$ cat config.mk
export PLATFORM = sky130hd
export DESIGN_NAME = uart_tx_mmio
export DESIGN_NICKNAME = d
export VERILOG_FILES = /design/src/rtl/uart_tx_pkg.sv /design/src/rtl/sync_fifo.sv /design/src/rtl/uart_tx_mmio.sv
export SDC_FILE = /design/constraint.sdc
export NUM_CORES = 1
export LEC_CHECK = 0
export CORE_ASPECT_RATIO = 1.4
export CORE_MARGIN = 3
export CORE_UTILIZATION = 30
export CTS_CLUSTER_DIAMETER = 50
export DETAILED_ROUTE_END_ITERATION = 12
export GPL_ROUTABILITY_DRIVEN = 0
export SETUP_SLACK_MARGIN = 0.4
export SYNTH_ARGS = -nofsm -noshare
export SYNTH_HDL_FRONTEND = slang
export SYNTH_SLANG_ARGS = --single-unit
export TNS_END_PERCENT = 1
$ cat constraint.sdc
create_clock -name clk -period 3.4 [get_ports clk]
set_input_delay 0.51 -clock clk [delete_from_list [all_inputs] [get_ports clk]]
set_output_delay 0.51 -clock clk [all_outputs]
set_load 0.01 [all_outputs]
$ cat src/rtl/uart_tx_pkg.sv
// Shared types and register-map constants for the memory-mapped UART transmitter.
package uart_tx_pkg;

  typedef enum logic [2:0] {IDLE, START, DATA, PARITY, STOP} tx_state_e;

  localparam logic [1:0] OFF_TXDATA = 2'd0;
  localparam logic [1:0] OFF_STATUS = 2'd1;
  localparam logic [1:0] OFF_CTRL   = 2'd2;
  localparam logic [1:0] OFF_RSVD   = 2'd3;

  localparam int unsigned ST_FULL      = 0;
  localparam int unsigned ST_EMPTY     = 1;
  localparam int unsigned ST_BUSY      = 2;
  localparam int unsigned ST_OVF       = 3;
  localparam int unsigned ST_COUNT_LSB = 8;

  localparam int unsigned DIV_W       = 16;
  localparam int unsigned CTRL_IE_BIT = 16;

endpackage

$ cat src/rtl/sync_fifo.sv
// Single-clock FIFO; pointers carry an extra wrap bit so full and empty are distinguishable.
module sync_fifo #(
  parameter int unsigned WIDTH = 8,
  parameter int unsigned DEPTH = 8
) (
  input  logic                     clk,
  input  logic                     reset,
  input  logic                     push,
  input  logic                     pop,
  input  logic [WIDTH-1:0]         wdata,
  output logic [WIDTH-1:0]         rdata,
  output logic                     full,
  output logic                     empty,
  output logic [$clog2(DEPTH):0]   count
);
  localparam int unsigned AW = $clog2(DEPTH);

  logic [WIDTH-1:0] mem [DEPTH];
  logic [AW:0]      wr_ptr;
  logic [AW:0]      rd_ptr;
  logic             do_push;
  logic             do_pop;

  assign empty   = (wr_ptr == rd_ptr);
  assign full    = (wr_ptr[AW] != rd_ptr[AW]) && (wr_ptr[AW-1:0] == rd_ptr[AW-1:0]);
  assign count   = wr_ptr - rd_ptr;
  assign rdata   = mem[rd_ptr[AW-1:0]];
  assign do_pop  = pop & ~empty;
  // A simultaneous pop frees the slot, so a push into a full FIFO is still accepted.
  assign do_push = push & (~full | do_pop);

  always_ff @(posedge clk or posedge reset) begin
    if (reset) begin
      wr_ptr <= '0;
      rd_ptr <= '0;
    end else begin
      if (do_push) wr_ptr <= wr_ptr + {{AW{1'b0}}, 1'b1};
      if (do_pop)  rd_ptr <= rd_ptr + {{AW{1'b0}}, 1'b1};
    end
  end

  always_ff @(posedge clk) begin
    if (do_push) mem[wr_ptr[AW-1:0]] <= wdata;
  end

endmodule

$ cat src/rtl/uart_tx_mmio.sv
// Memory-mapped UART transmitter on the core's data-memory port.
// Optional even-parity bit enabled by defining UART_TX_PARITY_EN.
module uart_tx_mmio
  import uart_tx_pkg::*;
#(
  parameter logic [31:0] BASE        = 32'h1000_0000,
  parameter int unsigned DEPTH       = 8,
  parameter logic [15:0] DEFAULT_DIV = 16'd16
) (
  input  logic        clk,
  input  logic        reset,
  input  logic        we,
  input  logic [31:0] addr,
  input  logic [31:0] wdata,
  output logic [31:0] rdata,
  output logic        hit,
  output logic        tx,
  output logic        irq
);
  localparam int unsigned CW = $clog2(DEPTH) + 1;

  tx_state_e        state, state_n;
  logic [DIV_W-1:0] div, div_q, div_q_n, baud_cnt, baud_cnt_n;
  logic [2:0]       bit_cnt, bit_cnt_n;
  logic [7:0]       shreg, shreg_n, fifo_rdata;
  logic [CW-1:0]    fifo_count;
  logic [1:0]       off;
  logic [31:0]      status;
  logic             ie, ovf, wr, bit_done, load, tx_n;
  logic             fifo_push, fifo_pop, fifo_full, fifo_empty;
  logic             unused_bits;
`ifdef UART_TX_PARITY_EN
  logic             par_q, par_q_n;
`endif

  assign hit         = (addr[31:4] == BASE[31:4]);
  assign off         = addr[3:2];
  assign wr          = we & hit;
  assign fifo_push   = wr && (off == OFF_TXDATA);
  assign bit_done    = (baud_cnt == div_q - DIV_W'(1));
  assign unused_bits = ^{addr[1:0], wdata[31:17]};

  sync_fifo #(.WIDTH(8), .DEPTH(DEPTH)) u_fifo (
    .clk   (clk),
    .reset (reset),
    .push  (fifo_push),
    .pop   (fifo_pop),
    .wdata (wdata[7:0]),
    .rdata (fifo_rdata),
    .full  (fifo_full),
    .empty (fifo_empty),
    .count (fifo_count)
  );

  always_ff @(posedge clk or posedge reset) begin
    if (reset) begin
      div <= DEFAULT_DIV;
      ie  <= 1'b0;
      ovf <= 1'b0;
    end else begin
      if (wr) begin
        case (off)
          OFF_STATUS: if (wdata[ST_OVF]) ovf <= 1'b0;
          OFF_CTRL: begin
            div <= (wdata[DIV_W-1:0] == '0) ? DIV_W'(1) : wdata[DIV_W-1:0];
            ie  <= wdata[CTRL_IE_BIT];
          end
          default: ;
        endcase
      end
      if (fifo_push && fifo_full && !fifo_pop) ovf <= 1'b1;
    end
  end

  always_comb begin
    status                         = '0;
    status[ST_FULL]                = fifo_full;
    status[ST_EMPTY]               = fifo_empty;
    status[ST_BUSY]                = (state != IDLE);
    status[ST_OVF]                 = ovf;
    status[ST_COUNT_LSB +: CW]     = fifo_count;
    rdata = '0;
    if (hit) begin
      case (off)
        OFF_STATUS: rdata = status;
        OFF_CTRL: begin
          rdata[DIV_W-1:0]   = div;
          rdata[CTRL_IE_BIT] = ie;
        end
        default: ;
      endcase
    end
  end

  always_comb begin
    state_n    = state;
    div_q_n    = div_q;
    bit_cnt_n  = bit_cnt;
    shreg_n    = shreg;
    load       = 1'b0;
    fifo_pop   = 1'b0;
    baud_cnt_n = bit_done ? '0 : baud_cnt + DIV_W'(1);
`ifdef UART_TX_PARITY_EN
    par_q_n    = par_q;
`endif
    case (state)
      IDLE: begin
        baud_cnt_n = '0;
        load       = ~fifo_empty;
      end
      START: if (bit_done) begin
        state_n   = DATA;
        bit_cnt_n = '0;
      end
      DATA: if (bit_done) begin
        shreg_n   = {1'b0, shreg[7:1]};
        bit_cnt_n = bit_cnt + 3'd1;
        if (bit_cnt == 3'd7) begin
`ifdef UART_TX_PARITY_EN
          state_n = PARITY;
`else
          state_n = STOP;
`endif
        end
      end
`ifdef UART_TX_PARITY_EN
      PARITY: if (bit_done) state_n = STOP;
`endif
      STOP: if (bit_done) begin
        state_n = IDLE;
        load    = ~fifo_empty;
      end
      default: state_n = IDLE;
    endcase
    // Loading from IDLE or the end of STOP both start a frame with a fresh divisor.
    if (load) begin
      state_n  = START;
      fifo_pop = 1'b1;
      shreg_n  = fifo_rdata;
      div_q_n  = div;
`ifdef UART_TX_PARITY_EN
      par_q_n  = ^fifo_rdata;
`endif
    end
    case (state_n)
      START:   tx_n = 1'b0;
      DATA:    tx_n = shreg_n[0];
`ifdef UART_TX_PARITY_EN
      PARITY:  tx_n = par_q_n;
`endif
      default: tx_n = 1'b1;
    endcase
  end

  always_ff @(posedge clk or posedge reset) begin
    if (reset) begin
      state    <= IDLE;
      div_q    <= DEFAULT_DIV;
      baud_cnt <= '0;
      bit_cnt  <= '0;
      shreg    <= '0;
      tx       <= 1'b1;
      irq      <= 1'b0;
`ifdef UART_TX_PARITY_EN
      par_q    <= 1'b0;
`endif
    end else begin
      state    <= state_n;
      div_q    <= div_q_n;
      baud_cnt <= baud_cnt_n;
      bit_cnt  <= bit_cnt_n;
      shreg    <= shreg_n;
      tx       <= tx_n;
      irq      <= ie & fifo_empty & (state == IDLE);
`ifdef UART_TX_PARITY_EN
      par_q    <= par_q_n;
`endif
    end
  end

endmodule

==> impl_metrics.toml <==
[run_status]
status = "complete, no violations"

[route]
drtIter0Drc = 206
wl_per_cell_um = 17.4
postRouteAntennaNets = 0
finalWirelength_um = 17000
drc = 0
detail_route.first_pass.iterations = 7
num_vias = 4741
via_per_inst = 4.86

[finish]
drive_gt1_frac = 0.287
fillCellCount = 2168
antenna_cells = 0
final_net_count = 742
areaGrowthSynthToFinish_pct = 33.4
post-route-util = 0.408

[cts]
cts_root_buf = "clkbuf_16"
holdBufCountCts = 0
clk-insertion-delay-late_ps = 430
clock-sinks = 138
path_clk_slew_ps = 60
clock_path_buffers = 2
htree_levels = 4
cts_made_buffers = 17
cts_tree = "yes"

[setup_path]
cpMaxStageDelayCell = "dfstp_2"
crit_fanout = 8
cp_slowest_stage_delay_ps = 580
crit_chain = "nor3_4 -> buf_4 -> a211oi_1 -> a41oi_2 -> or4_4 -> o41ai_4 -> buf_4 -> o21ai_4 -> buf_4 -> nor4_4 -> buf_12"
path_buf_inv = 4
crit_required_ps = 3550
start_kind = "register"
crit_top_cell = "buf_4"
path_class = "reg2reg"
path_delay_family = "simple AND/OR/NAND/NOR gates"
worstPathArrival_ps = 3230
cp-end-kind = "register"

[sta]
hold_viol = 0
setup_slack_ps = 311
period_share = 0.908
setup_tns_ps = 0
fin_skew_ps = 5.03
fmax_mhz = 324
rsz0062_at_grt = "true"
slew_headroom = 0.479
fin_crit_ps = 3090
tightest_slew_ps = 775
finalSetupViolations = 0
drv_slew = 0

[pwr]
leakage_nw = 3.75
power_w = 0.00385
peakVddDrop_v = 0.000456
power.density_mw_per_mm2 = 417

[synth]
synth-edff-count = 64
async_reset_ff_frac = 0.536
ys_warn_count = 0
ys_seq_area_frac = 0.546
synth_area_sq_mm = 0.00691
ys.flop_type = "dfrtp_1"
netlist-cell-type-count = 64
postSynthCellCount = 542
syn_avg_cell_area_sq_um = 12.8
ys_seq_elements = 138

[global_routing]
grt-ovfl-total = 0
grtUsageTotal = 0.143
grt_pass1_wl_um = 27700
grt_pass1_vias = 5069
antenna_found_initial = 0
grt_max_degree = 75

[floorplanning]
rows = 65
initial_utilization = 0.306
die_w_um = 134
die_y_um = 186
core_sq_mm = 0.0226
io_pins = 102
dieArea_sq_mm = 0.0249

[placement]
pre_cts_slack_ps = 107
port_buffers = 69
hpwlAfterDp_um = 12600

[job]
cap_violations = 0

[worst_hold_path]
hold_class = "in2async"
[cells by family (layout without fill, tap and decap cells)]
logic type / count (synthesis) / count (layout) / share of synthesized area
muxes: 65 / 65 / 0.138
xor gates and xnor gates: 42 / 42 / 0.0552
buffers and inverters: 66 / 185 / 0.0480
adders and majority gates: 13 / 13 / 0.0246
AOI/OAI and AO/OA: 48 / 48 / 0.0585
and+or+nand+nor: 169 / 169 / 0.129
other: 1 / 15 / 0.000542
DFF: 138 / 138 / 0.546
[placed cells by master, fill, tap and decap left out, drive strengths merged, types with 4 or more instances in the layout]
cell type      Yosys  final
dfrtp             71     71
clkdlybuf4s50      0     68
edfxtp            64     64
buf               25     60
nor2              42     42
mux2              36     36
nand2             29     29
nor4              27     27
inv               24     26
xnor2             25     25
nand3             22     22
clkbuf            17     19
and3              18     18
xor2              16     16
mux4              16     16
conb               1     15
mux2i             13     13
ha                12     12
a22oi              8      8
nor3               7      7
clkinvlp           0      6
nand4              5      5
a41oi              5      5
o21ai              5      5
o211ai             4      4
nand2b             4      4
[routing by layer]
layer  GRT usage  part of all wire  wire length (um)  vias up
met1       0.156              0.39              6650     2394
met3      0.0346             0.027               461       36
met5           0                 0                 0        -
li1            -                 -                 -     2215
met2       0.265              0.55              9320       96
met4      0.0575             0.031               522        0
[synth_stat cells, drive strengths merged, types with 4 or more instances]
| cell | count | area (sq um) |
|---|---|---|
| nand2b | 4 | 25.0 |
| nor2 | 42 | 158 |
| a41oi | 5 | 43.8 |
| inv | 24 | 90.1 |
| nand2 | 29 | 116 |
| ha | 12 | 150 |
| buf | 25 | 178 |
| clkbuf | 17 | 63.8 |
| nand4 | 5 | 31.3 |
| nor3 | 7 | 45.0 |
| o211ai | 4 | 30.0 |
| xor2 | 16 | 140 |
| dfrtp | 71 | 1780 |
| mux4 | 16 | 360 |
| o21ai | 5 | 28.8 |
| xnor2 | 25 | 219 |
| edfxtp | 64 | 1920 |
| mux2i | 13 | 130 |
| nor4 | 27 | 169 |
| and3 | 18 | 113 |
| a22oi | 8 | 60.1 |
| mux2 | 36 | 462 |
| nand3 | 22 | 110 |
[worst register-to-register path, cell delays in order (launching register included)]
cell	delay (ps)
dfstp_2	580
nor3_4	80
buf_4	160
a211oi_1	280
a41oi_2	80
or4_4	530
o41ai_4	280
buf_4	180
o21ai_4	80
buf_4	170
nor4_4	200
buf_12	170
[path summary, 6_finish.rpt]
check                                 startpoint          endpoint  slack (ps)  depth (start not counted)
worst max-delay path                    div_q[4]  u_fifo.mem[1][2]         310                         11
worst min-delay path                       reset       baud_cnt[1]         500                          3
worst max register to register          div_q[4]  u_fifo.mem[1][2]         310                         11
worst min register to register  u_fifo.rd_ptr[3]  u_fifo.rd_ptr[3]         500                          1
max in group asynchronous                  reset            div[4]        2550                          3
min in group clk                u_fifo.rd_ptr[3]  u_fifo.rd_ptr[3]         500                          1
[sequential cells by signal (all words and copies together) (netlist names), 3 cells and up]
name           flops
u_fifo.rd_ptr      4
div_q             16
shreg              8
state              3
u_fifo.wr_ptr      4
bit_cnt            3
u_fifo.mem        64
div               16
baud_cnt          16
[power by group]
group	switching, W	total [W]	internal (W)
clock network	0.000734	0.00182	0.00108
logic	0.000109	0.000223	0.000114
registers	0.0000207	0.00181	0.00179
total	0.000864	0.00385	0.00298
[metrics by stage]
stage | instances | cell area [sq um] | hold slack (ps)
floorplan | 556 | 7130 | 464
global placement | 926 | 8370 | 485
detailed placement | 926 | 8370 | 485
CTS | 976 | 9200 | 500
global route | 976 | 9220 | 514
finish | 976 | 9220 | 497
[what timing repair did]
| item | 4_1_cts | 5_1_grt |
|---|---|---|
| buffers inserted | 18 | 0 |
| setup endpoints to repair | 111 | 121 |
| gates resized for setup | 29 | 4 |
| pin swaps | 9 | 2 |
[layout make-up]
class	count	area, sq um	area share
Sequential cell	138	3790	0.411
Clock buffer	19	433	0.0469
Clock inverter	13	144	0.0156
Tap cell	301	377	0.0408
Timing Repair Buffer	129	1260	0.137
Inverter	24	93.8	0.0102
Multi-Input combinational cell	352	3120	0.339
(Power assumes the default switching activity.)
